==> src/rtl/mux2_1_feeder_pkg.sv <==
// mux2_1_feeder_pkg: shared defaults, channel type and count-width helper for the feeder.
package mux2_1_feeder_pkg;
  localparam int DEFAULT_WIDTH = 4;
  localparam int DEFAULT_DEPTH = 4;
  typedef enum logic {CH0, CH1} ch_t;
  function automatic int cnt_w(input int depth);
    return $clog2(depth) + 1;
  endfunction
endpackage

==> src/rtl/mux2_1_feeder_if.sv <==
// mux2_1_feeder_if: producer channels plus the mux2_1 drive/handshake bundle.
interface mux2_1_feeder_if #(parameter int WIDTH = mux2_1_feeder_pkg::DEFAULT_WIDTH);
  logic             s0_valid, s0_ready;
  logic [WIDTH-1:0] s0_data;
  logic             s1_valid, s1_ready;
  logic [WIDTH-1:0] s1_data;
  logic [WIDTH-1:0] in0, in1;
  logic             sel, mux_valid, mux_ready;
  modport master (
    input  s0_valid, s0_data, s1_valid, s1_data, mux_ready,
    output s0_ready, s1_ready, in0, in1, sel, mux_valid
  );
  modport slave (
    output s0_valid, s0_data, s1_valid, s1_data, mux_ready,
    input  s0_ready, s1_ready, in0, in1, sel, mux_valid
  );
endinterface

==> src/rtl/sync_fifo.sv <==
// sync_fifo: power-of-two circular buffer whose head reads 0 when empty.
module sync_fifo
  import mux2_1_feeder_pkg::*;
#(
  parameter int WIDTH = DEFAULT_WIDTH,
  parameter int DEPTH = DEFAULT_DEPTH
) (
  input  logic                      clk,
  input  logic                      rst_n,
  input  logic                      push,
  input  logic                      pop,
  input  logic [WIDTH-1:0]          data,
  output logic [WIDTH-1:0]          head,
  output logic                      full,
  output logic                      empty,
  output logic [cnt_w(DEPTH)-1:0]   count
);
  localparam int AW = $clog2(DEPTH);
  localparam int CW = cnt_w(DEPTH);
  localparam logic [CW-1:0] FULL_CNT = CW'(DEPTH);
  logic [WIDTH-1:0] mem [DEPTH];
  logic [AW-1:0] wp, rp;
  logic do_push, do_pop;
  assign full    = count == FULL_CNT;
  assign empty   = count == '0;
  assign do_push = push && !full;
  assign do_pop  = pop && !empty;
  assign head    = empty ? '0 : mem[rp];
  always_ff @(posedge clk or negedge rst_n) begin
    if (!rst_n) begin
      wp    <= '0;
      rp    <= '0;
      count <= '0;
    end else begin
      wp    <= wp + AW'(do_push);
      rp    <= rp + AW'(do_pop);
      count <= count + CW'(do_push) - CW'(do_pop);
    end
  end
  // Storage needs no reset: the head is masked whenever the count is zero.
  always_ff @(posedge clk) if (do_push) mem[wp] <= data;
endmodule

==> src/rtl/mux2_1_feeder.sv <==
// mux2_1_feeder: two buffered channels arbitrated round-robin onto mux2_1 in0/in1/sel.
module mux2_1_feeder
  import mux2_1_feeder_pkg::*;
#(
  parameter int WIDTH = DEFAULT_WIDTH,
  parameter int DEPTH = DEFAULT_DEPTH
) (
  input logic clk,
  input logic rst_n,
  mux2_1_feeder_if.master bus
);
  localparam int CW = cnt_w(DEPTH);
  ch_t sel_q, sel_d;
  logic [WIDTH-1:0] head0, head1;
  logic [CW-1:0] cnt0, cnt1;
  logic full0, full1, empty0, empty1, push0, push1, pop, mux_valid, other_busy;
  assign push0 = bus.s0_valid && !full0;
  assign push1 = bus.s1_valid && !full1;
  assign mux_valid = sel_q == CH0 ? !empty0 : !empty1;
  assign pop = mux_valid && bus.mux_ready;
  sync_fifo #(.WIDTH(WIDTH), .DEPTH(DEPTH)) u_f0 (
    .clk(clk), .rst_n(rst_n), .push(push0), .pop(pop && sel_q == CH0), .data(bus.s0_data),
    .head(head0), .full(full0), .empty(empty0), .count(cnt0)
  );
  sync_fifo #(.WIDTH(WIDTH), .DEPTH(DEPTH)) u_f1 (
    .clk(clk), .rst_n(rst_n), .push(push1), .pop(pop && sel_q == CH1), .data(bus.s1_data),
    .head(head1), .full(full1), .empty(empty1), .count(cnt1)
  );
  // The other channel counts as ready if it holds a word or gains one at this edge.
  always_comb begin
    other_busy = sel_q == CH0 ? (|cnt1 || push1) : (|cnt0 || push0);
    sel_d = ((mux_valid && !bus.mux_ready) || !other_busy) ? sel_q : (sel_q == CH0 ? CH1 : CH0);
  end
  always_ff @(posedge clk or negedge rst_n) begin
    if (!rst_n) sel_q <= CH0;
    else sel_q <= sel_d;
  end
  assign bus.s0_ready  = !full0;
  assign bus.s1_ready  = !full1;
  assign bus.in0       = head0;
  assign bus.in1       = head1;
  assign bus.sel       = sel_q;
  assign bus.mux_valid = mux_valid;
endmodule
==> src/flat_wrapper.sv <==
// flat-port wrapper written by rule: the top's interface ports become plain ports
module mux2_1_feeder_flat import mux2_1_feeder_pkg::*;
#(
  parameter int WIDTH = DEFAULT_WIDTH,
  parameter int DEPTH = DEFAULT_DEPTH
)
  (clk, rst_n, bus_s0_valid, bus_s0_data, bus_s1_valid, bus_s1_data, bus_mux_ready, bus_s0_ready, bus_s1_ready, bus_in0, bus_in1, bus_sel, bus_mux_valid);
  mux2_1_feeder_if #(.WIDTH(WIDTH)) bus_i ();
  input logic clk;
  input logic rst_n;
  input wire logic [$bits(bus_i.s0_valid)-1:0] bus_s0_valid;
  input wire logic [$bits(bus_i.s0_data)-1:0] bus_s0_data;
  input wire logic [$bits(bus_i.s1_valid)-1:0] bus_s1_valid;
  input wire logic [$bits(bus_i.s1_data)-1:0] bus_s1_data;
  input wire logic [$bits(bus_i.mux_ready)-1:0] bus_mux_ready;
  output wire logic [$bits(bus_i.s0_ready)-1:0] bus_s0_ready;
  output wire logic [$bits(bus_i.s1_ready)-1:0] bus_s1_ready;
  output wire logic [$bits(bus_i.in0)-1:0] bus_in0;
  output wire logic [$bits(bus_i.in1)-1:0] bus_in1;
  output wire logic [$bits(bus_i.sel)-1:0] bus_sel;
  output wire logic [$bits(bus_i.mux_valid)-1:0] bus_mux_valid;
  assign bus_i.s0_valid = bus_s0_valid;
  assign bus_i.s0_data = bus_s0_data;
  assign bus_i.s1_valid = bus_s1_valid;
  assign bus_i.s1_data = bus_s1_data;
  assign bus_i.mux_ready = bus_mux_ready;
  assign bus_s0_ready = bus_i.s0_ready;
  assign bus_s1_ready = bus_i.s1_ready;
  assign bus_in0 = bus_i.in0;
  assign bus_in1 = bus_i.in1;
  assign bus_sel = bus_i.sel;
  assign bus_mux_valid = bus_i.mux_valid;
  mux2_1_feeder #(.WIDTH(WIDTH), .DEPTH(DEPTH)) u_core (.clk(clk), .rst_n(rst_n), .bus(bus_i));
endmodule
==> config.mk <==
export PLATFORM = sky130hd
export DESIGN_NAME = mux2_1_feeder_flat
export DESIGN_NICKNAME = d
export VERILOG_FILES = /design/src/rtl/mux2_1_feeder_pkg.sv /design/src/rtl/mux2_1_feeder_if.sv /design/src/rtl/sync_fifo.sv /design/src/rtl/mux2_1_feeder.sv /design/src/flat_wrapper.sv
export SDC_FILE = /design/constraint.sdc
export NUM_CORES = 1
export LEC_CHECK = 0
export BUFFER_PORTS_ARGS = -buffer_cell sky130_fd_sc_hd__buf_2
export CAP_MARGIN = 20
export CORE_MARGIN = 4
export CORE_UTILIZATION = 50
export CTS_CLUSTER_SIZE = 12
export DETAILED_ROUTE_END_ITERATION = 10
export PLACE_DENSITY = 0.7
export SETUP_SLACK_MARGIN = 0.05
export SYNTH_ARGS = -nofsm -noshare
export SYNTH_HDL_FRONTEND = slang
export SYNTH_SLANG_ARGS = --single-unit
==> constraint.sdc <==
create_clock -name clk -period 2.8 [get_ports clk]
set_input_delay 0.14 -clock clk [delete_from_list [all_inputs] [get_ports clk]]
set_output_delay 0.14 -clock clk [all_outputs]
set_load 0.02 [all_outputs]
# Word-level counts from Yosys, hierarchy flattened
# Memories as Yosys holds them, arrays and structs flattened.
# Cells that the tools add are included.
dict set report totals {
  regBits 15
  ramBits 32
  input_bits 13
  out_inout_bits 12
  word_cells 52
  n_memories 2
}
# memory words width rd rd_ports_with_merged_regs wr line
set mem_list {}
lappend mem_list {u_core.u_f0.mem 4 4 1 0 1 sync_fifo.sv:21} ;# logic [WIDTH-1:0] mem [DEPTH];
lappend mem_list {u_core.u_f1.mem 4 4 1 0 1 sync_fifo.sv:21}
dict set report op_classes {
  n_addsub 8
  n_eq_ne 2
  n_mux 9
  n_bitwise 1
  reduce_logical 23
}
# op n
set op_table {}
lappend op_table {{$logic_and 1x1->1} 10}
lappend op_table {{$add 2x1->2} 4}
lappend op_table {{$mux 4} 2}
lappend op_table {{$mux 1} 7}
lappend op_table {{$add 3x1->3} 2}
lappend op_table {{$eq 3x3->1 const B} 2}
lappend op_table {{$logic_not 1->1} 6}
lappend op_table {{$logic_not 3->1} 2}
lappend op_table {{$reduce_or 3->1} 2}
lappend op_table {{$sub 3x1->3} 2}
lappend op_table {{$logic_or 1x1->1} 3}
lappend op_table {{$not 1->1} 1}

# Longest topological paths before layout
dict set report depth {
  word_depth 7
  ltp_mapped 8
  ltp_nobuf 8
}

# Cells and area by module
# A second synthesis with hierarchy kept.
dict set report hier_totals {
  cells_unflattened 126
  area_unflattened_um2 2062.0
}
# module instances cells_each area_per_inst_um2 seq_area_each_um2
set modules_own_cells {}
lappend modules_own_cells {sync_fifo 2 55 972.2 655.6}
lappend modules_own_cells {mux2_1_feeder 1 16 117.6 25.0}

# Worst setup path before layout
# No wires, ideal clock.
dict set report synth_timing {
  path_type {reg-to-reg}
  from {reg u_core.u_f1.count[0]}
  to {reg u_core.u_f1.count[2]}
  setup_time_ns 0.123
  t_arrival_ns 2.006
  t_required_ns 2.677
  setup_slack_ns 0.672
  stages_incl_launch_ff 9
  path_buffers 0
  period_less_slack_ns 2.128
  path_cell_list {dfrtp_1 or3b_1 nand2_2 inv_2 xnor2_1 ha_1 fa_1 xnor2_1 xnor2_1}
}
dict set report synth_via {
  elab_cells_between_ends 12
  cone_classes {add/sub (2); eq/ne (1); mux (1); reduce/logical (8)}
}
# element line
set synth_rtl {}
lappend synth_rtl {{start: declaration} sync_fifo.sv:16} ;# output logic [cnt_w(DEPTH)-1:0] count
lappend synth_rtl {{start signal: assignment} sync_fifo.sv:37} ;# count <= count + CW'(do_push) - CW'(do_pop);
lappend synth_rtl {{$eq 3x3->1 *} sync_fifo.sv:24} ;# assign full = count == FULL_CNT;
lappend synth_rtl {{$logic_not 1->1 *} --}
lappend synth_rtl {{net bus_s1_ready} flat_wrapper.sv:17} ;# output wire logic [$bits(bus_i.s1_ready)-1:0] bus_s1_ready;
lappend synth_rtl {{$logic_and 1x1->1} mux2_1_feeder.sv:18} ;# assign push1 = bus.s1_valid && !full1;
lappend synth_rtl {{$logic_and 1x1->1 *} sync_fifo.sv:26} ;# assign do_push = push && !full;
lappend synth_rtl {{$add 3x1->3 *} sync_fifo.sv:37}
lappend synth_rtl {{$sub 3x1->3 *} sync_fifo.sv:37}
# Mark *: on every way through the listed nets, which the timed path passes. The rest lies on a longest branch.
# A chain may end at the register's enable or synchronous reset.

# Worst setup path after layout
dict set report layout_timing {
  from {reg u_core.u_f0.count[1]}
  to {reg u_core.u_f0.count[2]}
}
dict set report layout_via {
  elab_chain_len 7
  elab_cells_between_ends 12
  cone_classes {add/sub (2); eq/ne (1); mux (1); reduce/logical (8)}
}
# element line
set layout_rtl {}
lappend layout_rtl {{start: declaration} sync_fifo.sv:16}
lappend layout_rtl {{start signal: assignment} sync_fifo.sv:37}
lappend layout_rtl {{branches (longest 6 deep; another with $add 3x1->3)} --}
lappend layout_rtl {{$sub 3x1->3 *} sync_fifo.sv:37}
# Every way passes the cells marked *.

==> report_table.html <==
<table>
<tr><th>Metric</th><th>Value</th></tr>
<tr><th colspan="2">Run status</th></tr>
<tr><td>Result of the run</td><td>finished clean</td></tr>
<tr><th colspan="2">Clock tree</th></tr>
<tr><td>Maximum count of clock buffers along a single path</td><td>2</td></tr>
<tr><td>Inserted Clock Buffers</td><td>5</td></tr>
<tr><td>Number of setup buffers added after CTS</td><td>0</td></tr>
<tr><td>Number of H-tree levels</td><td>2</td></tr>
<tr><td>CTS-repair resized insts</td><td>0</td></tr>
<tr><td># clock sinks</td><td>47</td></tr>
<tr><td>Clock transition at the registers of the reported paths</td><td>0.08 ns</td></tr>
<tr><td>Clock tree from TritonCTS</td><td>yes</td></tr>
<tr><td>Clk_lat worst skew</td><td>between 0.2 and 0.3 ns</td></tr>
<tr><td>Clock Root Buffer</td><td>clkbuf_8</td></tr>
<tr><th colspan="2">Critical path</th></tr>
<tr><td>CP startpoint kind</td><td>flip-flop</td></tr>
<tr><td>Setup CP Type</td><td>reg2reg</td></tr>
<tr><td>Crit path top cell by count</td><td>xnor2_1</td></tr>
<tr><td>Maximum single-stage delay on the critical path</td><td>roughly 0.45 ns</td></tr>
<tr><td>CP Cell Sequence</td><td>nor3_1, nor3b_1, xnor2_1, ha_1, inv_1, fa_1, xnor2_1, xnor2_1</td></tr>
<tr><td>Worst endpoint required time</td><td>2.98 ns</td></tr>
<tr><td>Critical path data arrival time</td><td>2.34 ns</td></tr>
<tr><td>Nature of the critical path endpoint</td><td>flip-flop</td></tr>
<tr><td>Crit path max fanout</td><td>5</td></tr>
<tr><td>Slowest CP cell</td><td>dfrtp_1</td></tr>
<tr><th colspan="2">Place</th></tr>
<tr><td>Detailed-placement wirelength estimate</td><td>roughly 2.3 mm</td></tr>
<tr><td>Pre-CTS worst setup slack</td><td>0.6805 ns</td></tr>
<tr><td>Weighted congestion reported at the end of routability-driven placement</td><td>0.7470</td></tr>
<tr><td>Cell area after placement</td><td>approximately 2200 sq um</td></tr>
<tr><td>Number of cells after detailed placement</td><td>about 180</td></tr>
<tr><td>Port Buf Inserts</td><td>24</td></tr>
<tr><th colspan="2">Synthesis</th></tr>
<tr><td>Netlist area before placement</td><td>about 2000 sq um</td></tr>
<tr><td>Most common cell in the netlist</td><td>edfxtp_1</td></tr>
<tr><td>Count of state elements after synthesis</td><td>47</td></tr>
<tr><td>Post-Syn Area per Cell</td><td>17.21 sq um</td></tr>
<tr><td>Synth cell count leaders</td><td>edfxtp_1 (32), dfrtp_1 (15), and2_1 (9)</td></tr>
<tr><td>Post-Syn Nets</td><td>around 140</td></tr>
<tr><td>Leading post-synthesis cells by cell area</td><td>edfxtp_1 (48%), dfrtp_1 (19%), mux4_2 (9.0%)</td></tr>
<tr><td>Number of flops mapped to enable cells by yosys</td><td>32</td></tr>
<tr><td>Fraction of post-synthesis cell area in the top cell type by area</td><td>roughly 48%</td></tr>
<tr><td>Synth Flop Type</td><td>edfxtp_1</td></tr>
<tr><td>Fraction of registers with async set/reset</td><td>31.91%</td></tr>
<tr><td>Synthesized netlist cell count</td><td>116</td></tr>
<tr><td>Warnings, synthesis</td><td>0</td></tr>
<tr><td>Cell accounting for the most synthesized area</td><td>edfxtp_1</td></tr>
<tr><td>Register area share after synthesis</td><td>approximately 67%</td></tr>
<tr><td>Number of library cell types mapped by synthesis</td><td>28</td></tr>
<tr><th colspan="2">Global route</th></tr>
<tr><td>Number of global-route vias before repair</td><td>1074</td></tr>
<tr><td>Overall global routing resource usage</td><td>13.42%</td></tr>
<tr><td>Gr ovfl total</td><td>0</td></tr>
<tr><td>First-pass GRT wire length</td><td>approximately 5.2 mm</td></tr>
<tr><td>Largest net degree at the start of global routing</td><td>16</td></tr>
<tr><td>Antenna violations before repair</td><td>0</td></tr>
<tr><th colspan="2">Drt</th></tr>
<tr><td>Detail Route Antenna Nets</td><td>0</td></tr>
<tr><td>Number of vias after detailed routing</td><td>about 1k</td></tr>
<tr><td>Residual DRC</td><td>0</td></tr>
<tr><td>Via density</td><td>roughly 5.3</td></tr>
<tr><td>Final routed wire length divided by cell count</td><td>around 16 microns</td></tr>
<tr><td>Number of violations reported at the end of detailed-routing iteration 0</td><td>51</td></tr>
<tr><td>DRT Wirelength</td><td>around 3.1 mm</td></tr>
<tr><td>Length of the first detailed-routing pass in iterations</td><td>4</td></tr>
<tr><th colspan="2">Worst hold path</th></tr>
<tr><td>Type of the tightest min-delay check</td><td>in2reg</td></tr>
<tr><th colspan="2">Timing</th></tr>
<tr><td>Worst max-slew margin expressed relative to the limit</td><td>about half</td></tr>
<tr><td>Total negative slack</td><td>0 ns</td></tr>
<tr><td>Number of slew-limit violations in the final report</td><td>0</td></tr>
<tr><td>Setup slack of the critical path after layout</td><td>approximately 0.64 ns</td></tr>
<tr><td>Final setup fails</td><td>0</td></tr>
<tr><td>Maximum clock skew at final layout</td><td>0.007025 ns</td></tr>
<tr><td>Tcrit/Tclk final</td><td>77.00%</td></tr>
<tr><td>Slew @ Worst Pin</td><td>between 0.7 and 0.8 ns</td></tr>
<tr><td>Unrepaired setup endpoints after global routing</td><td>no</td></tr>
<tr><td>Max Freq</td><td>0.4638 GHz</td></tr>
<tr><td>Hold violation count in the final report</td><td>0</td></tr>
<tr><td>Post-layout minimum cycle time</td><td>between 2 and 2.5 ns</td></tr>
<tr><th colspan="2">Layout</th></tr>
<tr><td>Final net count</td><td>~160</td></tr>
<tr><td>Fraction of layout cells with a size suffix above 1</td><td>31.72%</td></tr>
<tr><td>Filler cell count</td><td>roughly 280</td></tr>
<tr><td>Area Overhead vs Synth</td><td>13.60%</td></tr>
<tr><td>Footprint of the multi-input gates</td><td>about 620 sq um</td></tr>
<tr><td>Final Instance Count excl. Fillers</td><td>a little under 200</td></tr>
<tr><td>Final core utilization</td><td>60.15%</td></tr>
<tr><td>ANT cells</td><td>0</td></tr>
<tr><td>Combined flip-flop and latch cell area</td><td>~1300 sq um</td></tr>
<tr><td>Final std cell area, no fill</td><td>approximately 2300 sq um</td></tr>
<tr><th colspan="2">Die</th></tr>
<tr><td>Placement Rows</td><td>22</td></tr>
<tr><td>Initial standard-cell utilization of the core</td><td>52.95%</td></tr>
<tr><td>Die X</td><td>71.20 microns</td></tr>
<tr><td>Overall die area</td><td>~5100 sq um</td></tr>
<tr><td>I/O pin count</td><td>25</td></tr>
<tr><td>CORE AREA</td><td>approximately 3800 sq um</td></tr>
<tr><td>Vertical extent of the die</td><td>71.20 microns</td></tr>
<tr><th colspan="2">Power</th></tr>
<tr><td>Power density relative to cell area</td><td>roughly 1100 nW/um^2</td></tr>
<tr><td>Largest voltage drop on the vdd net</td><td>616.2 uV</td></tr>
<tr><td>Leakage dissipation</td><td>between 0.0008 and 0.0009 uW</td></tr>
<tr><th colspan="2">Job</th></tr>
<tr><td>Max-Cap Viols</td><td>0</td></tr>
</table>
[per-layer routing]
metal / vias to the layer above / wire length [microns] / global-route usage, % / part of all wire, %
li1: 490 / - / - / -
met2: 21 / 1512 / 21.12 / 49
met1: 510 / 1446 / 17.96 / 47
met5: - / 0 / 0 / 0
met4: 0 / 8 / 3.967 / 0.26
met3: 2 / 128 / 4.261 / 4.1
[kinds of logic after synthesis]
family / synth area share (%)
AO/OA/AOI/OAI: 0.7522
flip-flops: 66.92
multiplexers: 10.02
buffers and inverters: 1.817
XOR/XNOR: 5.263
adder cells (fa/ha/maj): 4.511
AND/OR/NAND/NOR: 10.72
[worst paths after layout]
kind / startpoint / end / slack (ns) / cells past startpoint
worst max-delay path: u_core.u_f0.count[1]$_DFF_PN0_ / u_core.u_f0.count[2]$_DFF_PN0_ / 0.64 / 8
worst min-delay path: bus_s1_data[1] / u_core.u_f1.mem[1][1]$_DFFE_PP_ / 0.06 / 1
worst max register to register: u_core.u_f0.count[1]$_DFF_PN0_ / u_core.u_f0.count[2]$_DFF_PN0_ / 0.64 / 8
worst min register to register: u_core.u_f0.count[2]$_DFF_PN0_ / u_core.u_f0.count[2]$_DFF_PN0_ / 0.53 / 1
max in group asynchronous: rst_n / u_core.u_f0.rp[1]$_DFF_PN0_ / 2.27 / 2
min in group asynchronous: rst_n / u_core.u_f1.wp[0]$_DFF_PN0_ / 0.27 / 2
[worst max-delay path: cells and delay by family, from the launching register on]
kind	cells	cell delay [ns]
simple gates	2	0.55
xor+xnor	3	0.46
buf+inv	1	0.05
fa+ha+maj	2	0.54
flops	1	0.45
[cells in the final DEF, fill, tap and decap left out]
| master | n |
|---|---|
| edfxtp_1 | 32 |
| buf_2 | 24 |
| dfrtp_1 | 15 |
| and2_1 | 9 |
| mux4_2 | 8 |
| xnor2_1 | 8 |
| clkbuf_8 | 6 |
| nor3b_1 | 5 |
| inv_1 | 4 |
| nor3_1 | 4 |
| xor2_1 | 4 |
| ha_1 | 4 |
| and3_1 | 2 |
| mux2i_1 | 2 |
| fa_1 | 2 |
| or3b_1 | 1 |
| nand2_2 | 1 |
| inv_2 | 1 |
| or3_1 | 1 |
| nand4_1 | 1 |
| or3b_4 | 1 |
| or3_4 | 1 |
| nand3_2 | 1 |
| nand2b_1 | 1 |
| nand2_4 | 1 |
| and4b_1 | 1 |
| o22ai_1 | 1 |
| o22a_1 | 1 |
| clkinv_4 | 1 |
| clkinvlp_4 | 1 |
| dlygate4sd3_1 | 1 |
[sequential cells by signal (all words and copies together), names as in the netlist]
| signal | flops |
|---|---|
| u_core.u_f1.rp | 2 |
| u_core.u_f0.wp | 2 |
| u_core.u_f1.mem | 16 |
| u_core.u_f1.count | 3 |
| u_core.u_f0.rp | 2 |
| u_core.u_f0.count | 3 |
| u_core.u_f0.mem | 16 |
| u_core.bus.sel | 1 |
| u_core.u_f1.wp | 2 |
[timing repair]
item	4_1_cts	5_1_grt
endpoints found under the setup margin	0	0
hold buffers	1	0
hold endpoints to repair	15	0
[where the power goes]
| group | switching, uW | internal [uW] | total [uW] |
|---|---|---|---|
| logic | 475 | 472 | 947 |
| clock network | 221 | 201 | 422 |
| registers | 200 | 969 | 1170 |
| total | 895 | 1640 | 2540 |
[final cells by class]
class                   instances  share of cell area, %
repair buffers                 25                  5.736
clock inverters                 2                 0.7170
multi-input cells              60                  27.52
clock buffers                   6                  3.640
inverters                       5                 0.8274
flip-flops and latches         47                  58.91
well taps                      48                  2.648
[per-stage QoR]
stage / total power, uW / hold slack, ns
3_5_place_dp: 2148 / 0.06556
2_1_floorplan: 1880 / -0.1556
4_1_cts: 2571 / 0.05018
5_1_grt: 2716 / 0.04635
6_report: 2538 / 0.06015
3_3_place_gp: 2105 / 0.05942
Note: power is estimated with default switching activity, not from simulation.
